## src/rtl/mem_access.sv

```systemverilog
// mem_access: memory-access pipeline stage for an RV32I core.
//
// Takes the execute bundle (IR, ALU result, branch condition, PC and store
// data) over a valid/ready handshake. It then does one of three things:
//   - performs a load or store on a variable-latency data-memory port,
//   - resolves a branch redirect,
//   - passes an ALU/link result straight through.
// The result is presented downstream as a writeback bundle. The MEM
// forwarding pair (FM/AM) is driven back into execute.
//
// Ports:
//   clk, rst        clock and synchronous active-high reset
//   v_in, r_out     execute-side handshake (r_out is combinational)
//   IR, ALU, COMP,  execute bundle: instruction, ALU result / effective
//   PC, B           address / branch target, branch condition, PC, rs2 data
//   v_out, r_in     writeback-side handshake
//   IR_out, RES_out held instruction and writeback value
//   err             misaligned load/store flag, qualified by v_out
//   br_taken        one-cycle redirect strobe on branch handoff
//   br_target       redirect address
//   FM, AM          forwarded value and register (AM = 0 means none)
//   dm_*            data-memory request port; dm_ack completes a request and
//                   carries read data in the same cycle
module mem_access (
  input  logic        clk,
  input  logic        rst,
  input  logic        v_in,
  output logic        r_out,
  input  logic [31:0] IR,
  input  logic [31:0] ALU,
  input  logic        COMP,
  input  logic [31:0] PC,
  input  logic [31:0] B,
  output logic        v_out,
  input  logic        r_in,
  output logic [31:0] IR_out,
  output logic [31:0] RES_out,
  output logic        err,
  output logic        br_taken,
  output logic [31:0] br_target,
  output logic [31:0] FM,
  output logic [4:0]  AM,
  output logic        dm_req,
  output logic        dm_we,
  output logic [31:0] dm_addr,
  output logic [3:0]  dm_be,
  output logic [31:0] dm_wdata,
  input  logic        dm_ack,
  input  logic [31:0] dm_rdata
);

  typedef enum logic [1:0] {
    IDLE = 2'd0,
    BUSY = 2'd1,
    FULL = 2'd2
  } state_t;

  localparam logic [6:0] OP_LOAD   = 7'b0000011;
  localparam logic [6:0] OP_STORE  = 7'b0100011;
  localparam logic [6:0] OP_BRANCH = 7'b1100011;
  localparam logic [6:0] OP_JAL    = 7'b1101111;
  localparam logic [6:0] OP_JALR   = 7'b1100111;

  state_t state;
  state_t next_state;

  logic [31:0] ir_q;
  logic [31:0] alu_q;
  logic        comp_q;
  logic [31:0] b_q;
  logic [31:0] res_q;
  logic        err_q;

  logic        accept;

  // Decode of the incoming bundle, used at the accept edge.
  logic [6:0]  in_op;
  logic [2:0]  in_f3;
  logic        in_is_mem;
  logic        in_misaligned;
  logic [31:0] in_res;
  state_t      in_target;

  // Decode of the latched bundle.
  logic [6:0]  q_op;
  logic [2:0]  q_f3;
  logic        q_is_load;
  logic        q_is_store;
  logic        q_is_branch;
  logic        q_writes_rd;

  logic [31:0] load_lane;
  logic [31:0] load_val;
  logic [3:0]  store_be;
  logic [31:0] store_wdata;

  assign accept = v_in & r_out;

  // Classify the incoming instruction.
  // A misaligned memory access goes straight to FULL with err set and never
  // touches the memory port. funct3[1] marks a word-sized access.
  always_comb begin
    in_op         = IR[6:0];
    in_f3         = IR[14:12];
    in_is_mem     = (in_op == OP_LOAD) || (in_op == OP_STORE);
    in_misaligned = ((in_f3[1:0] == 2'b01) && ALU[0]) ||
                    (in_f3[1] && (ALU[1:0] != 2'b00));
    in_target     = (in_is_mem && !in_misaligned) ? BUSY : FULL;
    case (in_op)
      OP_BRANCH:         in_res = 32'd0;
      OP_JAL, OP_JALR:   in_res = PC + 32'd4;
      OP_LOAD, OP_STORE: in_res = 32'd0;
      default:           in_res = ALU;
    endcase
  end

  // Classify the held instruction.
  always_comb begin
    q_op        = ir_q[6:0];
    q_f3        = ir_q[14:12];
    q_is_load   = (q_op == OP_LOAD);
    q_is_store  = (q_op == OP_STORE);
    q_is_branch = (q_op == OP_BRANCH);
    q_writes_rd = !q_is_branch && !q_is_store;
  end

  // Load data path: shift the addressed lane down to bit 0, then extend it
  // according to the access size and signedness.
  always_comb begin
    load_lane = dm_rdata >> {alu_q[1:0], 3'b000};
    case (q_f3)
      3'b000:  load_val = {{24{load_lane[7]}}, load_lane[7:0]};
      3'b001:  load_val = {{16{load_lane[15]}}, load_lane[15:0]};
      3'b100:  load_val = {24'd0, load_lane[7:0]};
      3'b101:  load_val = {16'd0, load_lane[15:0]};
      default: load_val = load_lane;
    endcase
  end

  // Store path: byte enables follow the address offset, and the data is
  // replicated across all lanes so the enabled lanes always hold it.
  // Loads request the whole word.
  always_comb begin
    store_be    = 4'hF;
    store_wdata = b_q;
    if (q_is_store) begin
      case (q_f3[1:0])
        2'b00: begin
          store_be    = 4'b0001 << alu_q[1:0];
          store_wdata = {4{b_q[7:0]}};
        end
        2'b01: begin
          store_be    = 4'b0011 << alu_q[1:0];
          store_wdata = {2{b_q[15:0]}};
        end
        default: begin
          store_be    = 4'hF;
          store_wdata = b_q;
        end
      endcase
    end
  end

  // State register.
  always_ff @(posedge clk) begin
    if (rst) begin
      state <= IDLE;
    end else begin
      state <= next_state;
    end
  end

  // Next-state logic.
  // When FULL drains with a new bundle waiting, the stage drains and
  // accepts on the same edge, so no bubble is inserted.
  always_comb begin
    next_state = state;
    case (state)
      IDLE: begin
        if (v_in) next_state = in_target;
      end
      BUSY: begin
        if (dm_ack) next_state = FULL;
      end
      FULL: begin
        if (r_in) next_state = v_in ? in_target : IDLE;
      end
      default: next_state = IDLE;
    endcase
  end

  // Output logic.
  // The memory port is only driven while BUSY. Its fields come straight
  // from latched registers, so they stay stable until dm_ack arrives.
  always_comb begin
    r_out     = (state == IDLE) || ((state == FULL) && r_in);
    v_out     = (state == FULL);
    dm_req    = (state == BUSY);
    dm_we     = (state == BUSY) && q_is_store;
    dm_addr   = (state == BUSY) ? {alu_q[31:2], 2'b00} : 32'd0;
    dm_be     = (state == BUSY) ? store_be : 4'd0;
    dm_wdata  = (state == BUSY) ? (q_is_store ? store_wdata : 32'd0) : 32'd0;
    err       = (state == FULL) && err_q;
    br_taken  = (state == FULL) && r_in && q_is_branch && comp_q && !err_q;
    br_target = alu_q;
    AM        = ((state == FULL) && q_writes_rd && !err_q) ? ir_q[11:7] : 5'd0;
    IR_out    = ir_q;
    RES_out   = res_q;
    FM        = res_q;
  end

  // Bundle registers.
  // Reset wins over both accept and dm_ack. A request abandoned by reset
  // is simply forgotten. On a memory completion, loads capture the extracted
  // lane; stores write nothing back.
  always_ff @(posedge clk) begin
    if (rst) begin
      ir_q   <= 32'd0;
      alu_q  <= 32'd0;
      comp_q <= 1'b0;
      b_q    <= 32'd0;
      res_q  <= 32'd0;
      err_q  <= 1'b0;
    end else if (accept) begin
      ir_q   <= IR;
      alu_q  <= ALU;
      comp_q <= COMP;
      b_q    <= B;
      res_q  <= in_res;
      err_q  <= in_is_mem && in_misaligned;
    end else if ((state == BUSY) && dm_ack) begin
      res_q  <= q_is_load ? load_val : 32'd0;
    end
  end

endmodule

```

## config.mk

```make
export PLATFORM = sky130hd
export DESIGN_NAME = mem_access
export DESIGN_NICKNAME = d
export VERILOG_FILES = /design/src/rtl/mem_access.sv
export SDC_FILE = /design/constraint.sdc
export NUM_CORES = 1
export LEC_CHECK = 0
export BUFFER_PORTS_ARGS = -buffer_cell sky130_fd_sc_hd__buf_4
export CORE_UTILIZATION = 30
export CTS_BUF_LIST = sky130_fd_sc_hd__clkbuf_8
export CTS_CLUSTER_DIAMETER = 200
export CTS_CLUSTER_SIZE = 40
export DETAILED_ROUTE_END_ITERATION = 10
export GPL_TIMING_DRIVEN = 0
export PLACE_DENSITY_LB_ADDON = 0.12
export SLEW_MARGIN = 20
export SYNTH_ARGS = -nofsm -noshare
export SYNTH_HDL_FRONTEND = slang
export SYNTH_SLANG_ARGS = --single-unit
```

## constraint.sdc

```tcl
create_clock -name clk -period 2.1 [get_ports clk]
set_clock_uncertainty 0.2 [all_clocks]
set_input_delay 0.42 -clock clk [delete_from_list [all_inputs] [get_ports clk]]
set_output_delay 0.42 -clock clk [all_outputs]
set_load 0.005 [all_outputs]
```

==> results.cfg, run 1 <==
[global_route]
grt_pass1_vias = 9038
antenna_found_initial = 1
gr-total-overflow = 0
grt_pass1_wl_um = 54100
grt_start_max_net_pins = 17
track_usage = 0.277

[yosys]
ys_warn_count = 0
synth_area_leaders = dfxtp_1, nand2_1, a21oi_1
synth_ff_type = dfxtp_1
ys_ff_latch = 132
seq_area_frac_synth = 0.347
postSynthCellCount = 1013
synth.most_common_cell = nand2_1
mappedNetlistArea_mm2 = 0.00762
yosys.area.top_type = dfxtp_1
synth_edf_count = 0
synth_cell_types = 69
post-synth-top-area-fraction = 0.347
synthTopCellsByCount = nand2_1, dfxtp_1, a21oi_1
syn_area_per_cell_um2 = 7.52
synth_async_sr_flop_share = 0

[placed_design]
hpwl_um = 28400
port_buffers = 369
routabilityCongestion = 0.904
placed_cell_area_mm2 = 0.0109

[final_layout]
area_growth_pct = 75.5
nets = 1673
drive_gt1_frac = 0.459
multi_input_area_mm2 = 0.00496
stdcell_area_mm2 = 0.0134
seqCellArea_mm2 = 0.00267
n_fill_cell = 2404

[run_status]
violations = setup timing
outcome = finished with violations

[setup_path]
worst-endpoint-required_ns = 1.48
cp_max_fo = 8
critPathSlowestCell = or3_4
startpoint_type = register
cp_slowest_stage_delay_ns = 0.44
path_class = register to output port
end_kind = output port
arrival_ns = 2.09
crit_chain = nor4_4 > nand2_2 > or3_4 > clkbuf_8 > a21oi_2 > buf_4
path_buf_inv = 2
crit_family = simple AND/OR/NAND/NOR gates

[pwr]
total_power_mw = 7.02
leakagePower_nw = 5.72
ir_worst_vdd_mv = 0.388
power_density_mw_per_mm2 = 525

[floorplanning]
dieArea_mm2 = 0.0260
rows = 57
die_w_um = 161
start_util = 0.310
io_pins = 373
coreArea_mm2 = 0.0246
die_y_um = 161

[clock_tree]
cts-root-buf = clkbuf_8
clock-sinks = 132
tritoncts = yes
htreeDepth = 4
cts_buffers = 17
ctsLongestPathBuffers = 2
clk_pin_slew_worst_paths_ns = 0.09
clk_latency_ns = 0.46

[sta]
finalCriticalPeriod_ns = 2.71
slew_headroom = 0.500
hold_violations = 0
rsz0062_at_grt = yes
finalSetupViolCount = 88
fin_ws_ns = -0.610
worst_pin_slew_ns = 0.749
drv_slew = 0
period_share = 1.29
fmax_ghz = 0.369

[drt]
remaining_drc_errors = 0
dr_total_vias = 9553
vias_per_cell = 5.18
ant_nets = 0
drt_wl_total_um = 38100
wire_per_inst_um = 20.7
initialDrtViolationCount = 654
dr.pass1.iters = 5

[flow_run]
drv_cap = 0

[hold_path]
hp-class = input pin to register
==> sequential cells by signal, indices dropped and copies added, names as in the netlist <==
| register | flops |
|---|---|
| IR_out | 32 |
| state | 2 |
| err_q | 1 |
| FM | 32 |
| b_q | 32 |
| br_target | 32 |
| comp_q | 1 |
==> layout by cell type (no fill, tap or decap), types with 8 or more instances in the layout <==
cell and instances:
buf_4 398, nor2b_1 9, buf_6 59, dfxtp_1 122
and2_1 14, xnor2_1 10, o21ai_2 8, a32oi_1 13
clkbuf_4 11, nand3_1 16, clkbuf_2 14, inv_1 10
nor2_2 8, mux2i_1 30, nor2_4 15, a31oi_1 12
dlygate4sd3_1 61, a221oi_2 8, nor2_1 38, clkbuf_8 27
a21oi_2 10, nand2_1 236, a32o_1 9, clkbuf_1 14
o211ai_1 10, and2_4 32, o21ai_0 17, a21oi_1 117
==> per-layer routing <==
metal,GRT usage,part of all wire
met1,0.343,0.40
met4,0.0883,0.032
met5,0,0
met2,0.475,0.49
met3,0.0619,0.078
==> stage by stage <==
step,hold WS [ns],TNS (ns),instances,worst slack [ns],util
2_1_floorplan,0.232,-0.00192,1014,-0.00192,-
4_1_cts,0.00282,-24.24,1822,-0.650,0.512
3_5_place_dp,0.248,-77.72,1707,-0.697,0.442
3_3_place_gp,0.242,-74.44,1707,-0.682,0.442
5_1_grt,0.00995,-30.52,1843,-0.674,0.544
6_report,0.0215,-24.72,1843,-0.610,0.544
==> report_power, final <==
| group | internal (mW) | switching (mW) |
|---|---|---|
| clock network | 1.19 | 1.18 |
| registers | 2.66 | 0.153 |
| logic | 0.936 | 0.906 |
| total | 4.78 | 2.23 |
==> cell type report <==
class	count	area share
sequential	132	0.199
tap	324	0.0303
timing repair buffer	479	0.302
buffer	104	0.0627
multi-input combinational	761	0.371
inverter	11	0.00402
clock buffer	17	0.0175
clock inverter	14	0.0133
antenna	1	0.000187
==> worst paths after layout <==
check | start | endpoint | slack, ns | depth (start not counted)
worst max register to register | IR_out[2] | FM[5] | -0.15 | 6
worst min register to register | IR_out[17] | IR_out[17] | 0.26 | 2
worst min-delay path | ALU[1] | br_target[1] | 0.02 | 3
worst max-delay path | IR_out[2] | dm_wdata[14] | -0.61 | 6
==> worst min-delay path, cell delays in order <==
cell and delay, ns:
buf_4 0.13, nand2_1 0.05, a21oi_1 0.05
==> logic make-up (layout without fill, tap and decap cells) <==
group / Yosys count / after routing / share of synthesized area
mux: 41 / 41 / 0.0562
buf+inv: 122 / 625 / 0.0884
other cells: 1 / 3 / 0.000492
flops: 132 / 132 / 0.347
xor+xnor: 15 / 15 / 0.0172
compound gates: 260 / 260 / 0.218
fa+ha+maj: 1 / 1 / 0.00164
simple gates: 441 / 442 / 0.272
==> timing repair <==
| action | CTS | global route |
|---|---|---|
| pin swaps | 20 | 47 |
| cloned | 1 | 6 |
| setup buffers | 26 | 19 |
| hold endpoints to repair | 60 | 1 |
| hold buffers | 60 | 1 |
| endpoints found under the setup margin | 206 | 187 |
| gates resized for setup | 162 | 180 |
No activity file was read; power rests on OpenSTA's default activity.
==> run 2: changes to the inputs <==
--- a/config.mk
+++ b/config.mk
@@ -6,13 +6,16 @@
 export NUM_CORES = 1
 export LEC_CHECK = 0
 export BUFFER_PORTS_ARGS = -buffer_cell sky130_fd_sc_hd__buf_4
-export CORE_UTILIZATION = 30
+export CELL_PAD_IN_SITES_DETAIL_PLACEMENT = 0
+export CELL_PAD_IN_SITES_GLOBAL_PLACEMENT = 1
+export CORE_UTILIZATION = 23
 export CTS_BUF_LIST = sky130_fd_sc_hd__clkbuf_8
 export CTS_CLUSTER_DIAMETER = 200
 export CTS_CLUSTER_SIZE = 40
 export DETAILED_ROUTE_END_ITERATION = 10
 export GPL_TIMING_DRIVEN = 0
 export PLACE_DENSITY_LB_ADDON = 0.12
+export RECOVER_POWER = 25
 export SLEW_MARGIN = 20
 export SYNTH_ARGS = -nofsm -noshare
 export SYNTH_HDL_FRONTEND = slang
==> results.cfg, run 2 (synthesis gave the netlist of run 1 again) <==
[floorplanning]
die_w_um = 184
coreArea_mm2 = 0.0325
die_y_um = 184
dieArea_mm2 = 0.0339
rows = 66
io_pins = 373
start_util = 0.234

[sta]
worst_pin_slew_ns = 0.890
finalSetupViolCount = 94
fmax_ghz = 0.369
finalCriticalPeriod_ns = 2.71
slew_headroom = 0.402
hold_violations = 0
rsz0062_at_grt = yes
fin_ws_ns = -0.614
drv_slew = 0
period_share = 1.29

[global_route]
antenna_found_initial = 1
grt_start_max_net_pins = 17
grt_pass1_vias = 9138
gr-total-overflow = 0
grt_pass1_wl_um = 57500
track_usage = 0.232

[pwr]
total_power_mw = 6.97
p_int_mw = 4.67
switching_share = 0.330
seqPwrFrac = 0.402
power_density_mw_per_mm2 = 538
ir_worst_vdd_mv = 0.337
leakagePower_nw = 5.45
comb_power_share = 0.258
clkPwrFrac = 0.339
p_switching_mw = 2.30

[setup_path]
startpoint_type = register
path_buf_inv = 2
cp_max_fo = 6
crit_chain = nor4_2 > nand2_1 > or3_4 > clkbuf_16 > a21oi_4 > buf_6
critPathSlowestCell = or3_4
worst-endpoint-required_ns = 1.48
arrival_ns = 2.09
cp_slowest_stage_delay_ns = 0.44
end_kind = output port
crit_family = simple AND/OR/NAND/NOR gates
path_class = register to output port

[clock_tree]
clock-sinks = 132
clk_pin_slew_worst_paths_ns = 0.10
tritoncts = yes
htreeDepth = 4
clk_latency_ns = 0.45
cts_buffers = 17
ctsLongestPathBuffers = 2
cts-root-buf = clkbuf_8

[final_layout]
stdcell_area_mm2 = 0.0129
stdcell_count = 1937
diodes = 0
area_growth_pct = 69.9
seqCellArea_mm2 = 0.00266
drive_gt1_frac = 0.409
final_cell_mix = buf_4, nand2_1, dfxtp_1, a21oi_1, dlygate4sd3_1
n_fill_cell = 3480
nets = 1650
multi_input_area_mm2 = 0.00472
final_common_cell = buf_4
fin_util = 0.398

[run_status]
outcome = finished with violations
violations = setup timing

[drt]
remaining_drc_errors = 0
wire_per_inst_um = 20.7
drt_wl_total_um = 40000
dr_total_vias = 9236
dr.pass1.iters = 5
ant_nets = 0
initialDrtViolationCount = 520
vias_per_cell = 4.77

[placed_design]
placed_cell_area_mm2 = 0.0110
hpwl_um = 31100
dp_cells = 1825
routabilityCongestion = 0.854
port_buffers = 369

[hold_path]
hp-class = input pin to register

[flow_run]
drv_cap = 0
==> run 2: changes by cell type in the layout (fill, tap and decap cells not counted), sizes merged, moves of 2 or more <==
cell	delta
inv	-2
clkbuf	+55
clkinv	+2
buf	-75
==> run 2: what timing repair did <==
item / CTS / global route
hold endpoints to repair: 59 / 1
cloned: 2 / 0
hold buffers: 59 / 1
resized for setup: 170 / 56
setup endpoints to repair: 206 / 171
pin swaps: 21 / 9
buffers inserted: 21 / 3
==> run 2: layout make-up <==
cell class	count	share of cell area
Multi-Input combinational cell	760	0.365
Timing Repair Buffer	454	0.285
Sequential cell	132	0.205
Buffer	107	0.0678
Tap cell	442	0.0427
Clock buffer	18	0.0191
Clock inverter	13	0.0116
Inverter	11	0.00406
==> run 2: worst paths after layout <==
kind	startpoint	to	depth (start not counted)	slack, ns
setup reg to reg	IR_out[2]	FM[27]	6	-0.31
setup / recovery	IR_out[2]	dm_wdata[15]	6	-0.61
hold / removal	COMP	comp_q	3	0.02
hold reg to reg	IR_out[26]	IR_out[26]	2	0.26
==> run 2: tightest hold or removal path, cell delays in order <==
cell     delay, ns
buf_4         0.11
nand2_1       0.05
a21oi_1       0.05
==> run 2: power groups by stage <==
stage               Clock (mW)  Sequential (mW)  Combinational [mW]
CTS                       2.43             2.81                1.75
detailed placement           0             2.86                1.55
global placement             0             2.86                1.55
floorplan                    0             2.82               0.700
global route              2.53             2.83                1.94
finish                    2.36             2.80                1.80
==> run 2: through the flow <==
stage | TNS, ns | hold slack, ns | setup slack, ns
finish | -28.27 | 0.0220 | -0.614
global route | -37.25 | 0.00506 | -0.724
CTS | -30.84 | 0.000151 | -0.684
detailed placement | -92.60 | 0.250 | -0.829
global placement | -89.27 | 0.243 | -0.820
floorplan | -0.00192 | 0.232 | -0.00192
==> run 2: routing by layer <==
layer / global-route usage / part of all wire
met1: 0.292 / 0.43
met5: 0 / 0.00042
met3: 0.0588 / 0.077
met2: 0.385 / 0.47
met4: 0.0723 / 0.024
